## config.mk

```make
export PLATFORM = sky130hd
export DESIGN_NAME = axi_lite_rr_arbiter
export DESIGN_NICKNAME = d
export VERILOG_FILES = /design/src/rtl/axi_lite_rr_arbiter.sv
export SDC_FILE = /design/constraint.sdc
export NUM_CORES = 1
export LEC_CHECK = 0
export CAP_MARGIN = 20
export CORE_AREA = 5 5 121 123
export DETAILED_ROUTE_END_ITERATION = 10
export DIE_AREA = 0 0 126 128
export HOLD_SLACK_MARGIN = 0.08
export PLACE_DENSITY = 0.81
export SETUP_SLACK_MARGIN = 0.02
export SLEW_MARGIN = 20
export SYNTH_ARGS = -nofsm -noshare
export SYNTH_HDL_FRONTEND = slang
export SYNTH_SLANG_ARGS = --single-unit
```

## constraint.sdc

```tcl
create_clock -name clk -period 7.2 [get_ports clk]
set_clock_uncertainty 0.2 [all_clocks]
set_input_delay 0.72 -clock clk [delete_from_list [all_inputs] [get_ports clk]]
set_output_delay 0.72 -clock clk [all_outputs]
set_load 0.01 [all_outputs]
```

## src/rtl/axi_lite_rr_arbiter.sv

```systemverilog
// Round-robin arbiter sharing one simplified AXI-Lite master port among N_REQ requesters.
// Reads are routed back by the requester index carried in rid; write acks by an in-order FIFO.
module axi_lite_rr_arbiter #(
    parameter int unsigned N_REQ      = 2,
    parameter int unsigned ADDR_W     = 32,
    parameter int unsigned DATA_W     = 32,
    parameter int unsigned UID_W      = 2,
    parameter int unsigned MAX_WR_OUT = 4,
    localparam int unsigned IDX_W     = (N_REQ > 1) ? $clog2(N_REQ) : 1,
    localparam int unsigned ID_W      = UID_W + IDX_W
) (
    input  logic                      clk,
    input  logic                      rst,
    input  logic [N_REQ-1:0]          req_valid,
    output logic [N_REQ-1:0]          req_ready,
    input  logic [N_REQ-1:0]          req_write,
    input  logic [N_REQ*ADDR_W-1:0]   req_addr,
    input  logic [N_REQ*DATA_W-1:0]   req_data,
    input  logic [N_REQ*UID_W-1:0]    req_id,
    output logic [N_REQ-1:0]          rsp_valid,
    input  logic [N_REQ-1:0]          rsp_ready,
    output logic                      rsp_write,
    output logic [DATA_W-1:0]         rsp_data,
    output logic [UID_W-1:0]          rsp_id,
    output logic [ADDR_W-1:0]         araddr,
    output logic [ID_W-1:0]           arid,
    output logic                      arvalid,
    input  logic                      arready,
    output logic [ADDR_W-1:0]         awaddr,
    output logic                      awvalid,
    input  logic                      awready,
    output logic [DATA_W-1:0]         wdata,
    output logic                      wvalid,
    input  logic                      wready,
    input  logic [DATA_W-1:0]         rdata,
    input  logic [ID_W-1:0]           rid,
    input  logic                      rvalid,
    output logic                      rready,
    input  logic                      bvalid,
    output logic                      bready,
    output logic                      err_unexpected_b
);

    localparam int unsigned PTR_W = (MAX_WR_OUT > 1) ? $clog2(MAX_WR_OUT) : 1;
    localparam int unsigned CNT_W = $clog2(MAX_WR_OUT + 1);

    logic [IDX_W-1:0]  rr_ptr;
    logic [IDX_W-1:0]  wf_mem [MAX_WR_OUT];
    logic [PTR_W-1:0]  wf_wr_ptr;
    logic [PTR_W-1:0]  wf_rd_ptr;
    logic [CNT_W-1:0]  wf_count;
    logic [IDX_W-1:0]  wf_head;
    logic              wf_empty;
    logic              wf_room;
    logic              wf_push;
    logic              b_pop;
    logic              b_deliver;
    logic [IDX_W-1:0]  r_idx;
    logic              r_ok;
    logic              r_hits_head;
    logic              issue_free;
    logic              gnt_any;
    logic [IDX_W-1:0]  gnt_idx;
    logic [IDX_W-1:0]  cand;
    logic              gnt_write;
    logic [ADDR_W-1:0] gnt_addr;
    logic [DATA_W-1:0] gnt_data;
    logic [UID_W-1:0]  gnt_uid;

    function automatic logic [PTR_W-1:0] ptr_inc(input logic [PTR_W-1:0] p);
        return (p == PTR_W'(MAX_WR_OUT - 1)) ? '0 : p + 1'b1;
    endfunction

    // Response routing: a read to the FIFO head blocks that cycle's write ack.
    assign r_idx            = rid[ID_W-1:UID_W];
    assign r_ok             = 32'(r_idx) < N_REQ;
    assign wf_empty         = (wf_count == '0);
    assign wf_head          = wf_mem[wf_rd_ptr];
    assign r_hits_head      = rvalid && r_ok && !wf_empty && (r_idx == wf_head);
    assign b_deliver        = bvalid && !wf_empty && !r_hits_head;
    assign b_pop            = bvalid && bready && !wf_empty;
    assign err_unexpected_b = bvalid && wf_empty;
    assign rsp_write        = b_deliver;
    assign rsp_data         = rdata;
    assign rsp_id           = rid[UID_W-1:0];

    always_comb begin
        rsp_valid = '0;
        rready    = rvalid && !r_ok;
        bready    = bvalid && wf_empty;
        for (int k = 0; k < N_REQ; k++) begin
            if (rvalid && r_ok && (r_idx == IDX_W'(k))) begin
                rsp_valid[k] = 1'b1;
                rready       = rsp_ready[k];
            end
            if (b_deliver && (wf_head == IDX_W'(k))) begin
                rsp_valid[k] = 1'b1;
                bready       = rsp_ready[k];
            end
        end
    end

    // Grant only when every pending AXI handshake finishes this cycle.
    assign issue_free = (!arvalid || arready) && (!awvalid || awready) && (!wvalid || wready);
    assign wf_room    = (32'(wf_count) - 32'(b_pop)) < MAX_WR_OUT;

    always_comb begin
        gnt_any = 1'b0;
        gnt_idx = '0;
        cand    = '0;
        for (int i = 0; i < N_REQ; i++) begin
            cand = IDX_W'((32'(rr_ptr) + 32'(i)) % N_REQ);
            if (!gnt_any && issue_free && req_valid[cand] && (!req_write[cand] || wf_room)) begin
                gnt_any = 1'b1;
                gnt_idx = cand;
            end
        end
    end

    always_comb begin
        req_ready = '0;
        if (gnt_any) req_ready[gnt_idx] = 1'b1;
    end

    assign gnt_write = req_write[gnt_idx];
    assign gnt_addr  = req_addr[32'(gnt_idx)*ADDR_W +: ADDR_W];
    assign gnt_data  = req_data[32'(gnt_idx)*DATA_W +: DATA_W];
    assign gnt_uid   = req_id[32'(gnt_idx)*UID_W +: UID_W];
    assign wf_push   = gnt_any && gnt_write;

    // Issue stage: a new grant overrides the clear from a completing handshake.
    always_ff @(posedge clk) begin
        if (rst) begin
            arvalid <= 1'b0;
            awvalid <= 1'b0;
            wvalid  <= 1'b0;
            araddr  <= '0;
            arid    <= '0;
            awaddr  <= '0;
            wdata   <= '0;
            rr_ptr  <= '0;
        end else begin
            if (arvalid && arready) arvalid <= 1'b0;
            if (awvalid && awready) awvalid <= 1'b0;
            if (wvalid && wready)   wvalid  <= 1'b0;
            if (gnt_any) begin
                rr_ptr <= (gnt_idx == IDX_W'(N_REQ - 1)) ? '0 : gnt_idx + 1'b1;
                if (gnt_write) begin
                    awvalid <= 1'b1;
                    wvalid  <= 1'b1;
                    awaddr  <= gnt_addr;
                    wdata   <= gnt_data;
                end else begin
                    arvalid <= 1'b1;
                    araddr  <= gnt_addr;
                    arid    <= {gnt_idx, gnt_uid};
                end
            end
        end
    end

    // Write-order FIFO of requester indices.
    always_ff @(posedge clk) begin
        if (rst) begin
            wf_wr_ptr <= '0;
            wf_rd_ptr <= '0;
            wf_count  <= '0;
        end else begin
            if (wf_push) wf_wr_ptr <= ptr_inc(wf_wr_ptr);
            if (b_pop)   wf_rd_ptr <= ptr_inc(wf_rd_ptr);
            wf_count <= wf_count + CNT_W'(wf_push) - CNT_W'(b_pop);
        end
    end

    always_ff @(posedge clk) begin
        if (wf_push) wf_mem[wf_wr_ptr] <= gnt_idx;
    end

endmodule

```

==> flow_metrics.py <==
metrics = {
    "clocking": {
        "cts_max_path_buffers": 2,
        "htreeDepth": 4,
        "cts-root-buf": "clkbuf_16",
        "cts_buffers": 17,
        "cts_sinks": 116,
        "cts_tree": "done",
        "clkTransAtPathRegs_ns": 0.05,
        "cts-resized-gates": 0,
        "cts_setup_buffers": 0,
        "hold_buffers": 0,
        "clkLatencyLatePin_ns": 0.40,
    },
    "synthesis": {
        "synth-edff-count": 4,
        "synthCells": 526,
        "synth-seq-cells": 116,
        "syn_area_per_cell_um2": 10.0,
        "ys_types": 44,
        "synth-seq-area-share_pct": 44.9,
        "synth_ff_type": "dfxtp_1",
        "yosysWarnings": 0,
        "synth_nets": 716,
        "synth_area_um2": 5260,
        "async_flop_share_pct": 0,
    },
    "setup_path": {
        "critical_path_class": "reg -> out",
        "r2r_cells": 8,
        "cp_max_fo": 26,
        "cp_cell_sequence": "mux4_2 -> xor2_1 -> o2111ai_1 -> a211oi_1 -> a311o_2 -> inv_1 -> clkdlybuf4s50_1",
        "cp_slowest_cell": "a311o_2",
        "worst_ep_arrival_time_ns": 3.60,
        "worstPathRequired_ns": 6.28,
        "endpoint_kind": "output port",
        "cp-start-kind": "flip-flop",
        "max_stage_delay_ns": 0.73,
    },
    "outcome": {
        "status": "finished, final reports clean",
    },
    "finish": {
        "fillers": 1150,
        "final_core_util_pct": 60.4,
        "drive_above_1_share_pct": 6.20,
        "fin_cells": 922,
        "diodes": 0,
        "syn_to_final_growth_pct": 55.7,
        "multi_input_area_um2": 2390,
        "final_nets": 920,
        "regArea_um2": 2360,
    },
    "sta": {
        "setup_violations": 0,
        "setup_slack_ns": 2.68,
        "tightest_slew_ns": 0.843,
        "layout_min_cycle_time_ns": 4.52,
        "fin_crit_sh_pct": 62.8,
        "rsz0062_at_grt": "no",
        "slew_headroom_pct": 43.8,
        "final-max-slew-violation-count": 0,
        "hold_violations": 0,
        "tns_ns": 0,
        "fmax_mhz": 221,
    },
    "place": {
        "place.detailed.hpwl_um": 11600,
        "placed_cells": 891,
        "gp_congestion": 0.855,
        "post-place-ws_ns": 2.66,
        "io_buffers": 255,
    },
    "grt": {
        "grt_pass1_vias": 4788,
        "grt_antenna_before_repair": 0,
        "grt_overflow": 0,
        "gr-usage-all-layers_pct": 18.5,
        "grt_pass1_wl_um": 24100,
        "grt_max_degree": 81,
    },
    "die": {
        "io_pins": 324,
        "initial_core_util_pct": 38.8,
        "die_w_um": 126,
        "num_rows": 43,
        "coreArea_um2": 13600,
        "die_h_um": 128,
        "die-area_um2": 16100,
    },
    "drt": {
        "detail_route.wl_per_cell_um": 16.9,
        "first_pass_iters": 4,
        "vias": 4568,
        "routed_wirelength_um": 15600,
        "drc_errors": 0,
        "drt_iter0_markers": 178,
        "ant_nets": 0,
        "viasPerCell": 4.95,
    },
    "power_and_ir_drop": {
        "leakagePower_uw": 0.00335,
        "total_power_uw": 3700,
        "powerDensity_nw_per_um2": 452,
        "ir_worst_vdd_mv": 0.227,
    },
    "run": {
        "max_cap_violations": 0,
    },
    "hold_path": {
        "min_path_cells": 1,
        "hold_class": "reg -> reg",
    },
}
-- cell families after synthesis --
group / share of synthesized area, %
buffers and inverters: 10.1
AOI/OAI and AO/OA: 18.5
muxes: 14.8
xor gates and xnor gates: 0.333
adders and majority gates: 2.52
and+or+nand+nor: 8.84
DFF: 44.9
-- area by class of cell --
| cell class | count | share of cell area, % |
|---|---|---|
| Timing Repair Buffer | 259 | 31.6 |
| Multi-Input combinational cell | 320 | 29.1 |
| Sequential cell | 116 | 28.8 |
| Clock buffer | 29 | 6.85 |
| Tap cell | 180 | 2.75 |
| Inverter | 16 | 0.733 |
| Clock inverter | 2 | 0.122 |
-- cell usage after synthesis (all sizes together), types with 2 or more instances --
cell type,count,area [µm²]
nand2b,2,12.5
nor2b,6,37.5
inv,16,60.1
nor3,4,20.0
o2111a,2,23.8
o21ba,2,20.0
and2,5,31.3
a21oi,4,20.0
nand2,9,33.8
dfxtp,112,2240
mux2i,73,743
nor2,81,304
a211oi,68,510
ha,9,113
clkbuf,25,93.8
o2111ai,3,26.3
edfxtp,4,120
buf,49,380
o2bb2ai,32,280
-- critical path, delay by kind of cell, from the launching register on --
kind            cells  cell delay, ns
buf+inv             2            0.62
mux                 1            0.57
flops               1            0.37
xor+xnor            1            0.35
compound gates      3            1.28
-- metrics by stage --
| stage | hold WS [ns] | cell area, µm² |
|---|---|---|
| floorplan | 0.263 | 5260 |
| global placement | 0.246 | 7590 |
| detailed placement | 0.246 | 7620 |
| CTS | 0.262 | 8190 |
| global route | 0.285 | 8200 |
| finish | 0.258 | 8200 |
-- report_power, final --
part           switching (µW)  total [µW]  internal [µW]
Clock                     268         789            522
Sequential                149        1070            920
Combinational             936        1840            908
-- routing by layer --
metal	GRT usage [%]	vias up	share of wire, %	wire [µm]
met2	33.2	187	52	8090
met3	7.46	25	8.7	1360
met4	7.19	0	1.8	283
met5	0	-	0	0
li1	-	2272	-	-
met1	19.4	2084	37	5820
-- cell usage in the layout (no fill, tap or decap), drive strengths merged, types with 2 or more instances in the layout --
| master | count |
|---|---|
| o2bb2ai | 32 |
| a211oi | 68 |
| edfxtp | 4 |
| buf | 5 |
| dfxtp | 112 |
| nand2 | 9 |
| nand2b | 2 |
| and2 | 5 |
| nor3 | 4 |
| nor2 | 81 |
| ha | 9 |
| clkbuf | 29 |
| clkinv | 2 |
| nor2b | 6 |
| a21oi | 4 |
| o2111ai | 3 |
| o21ba | 2 |
| o2111a | 2 |
| inv | 16 |
| mux2i | 73 |
| clkdlybuf4s50 | 254 |
-- registers in the layout (all words and copies together), names as in the netlist, named ones only --
signal and count:
araddr 32, arid 3, arvalid 1, awaddr 32, awvalid 1, rr_ptr 1
wdata 32, wf_count 3, wf_mem 4, wf_rd_ptr 2, wf_wr_ptr 2, wvalid 1
-- path summary, 6_finish.rpt --
kind	from	to	slack (ns)
max	wf_mem[3]	req_ready[1]	2.68
min	wdata[22]	wdata[22]	0.26
max reg2reg	wf_mem[3]	awaddr[19]	3.05
min reg2reg	wdata[22]	wdata[22]	0.26
(Power assumes the default switching activity.)
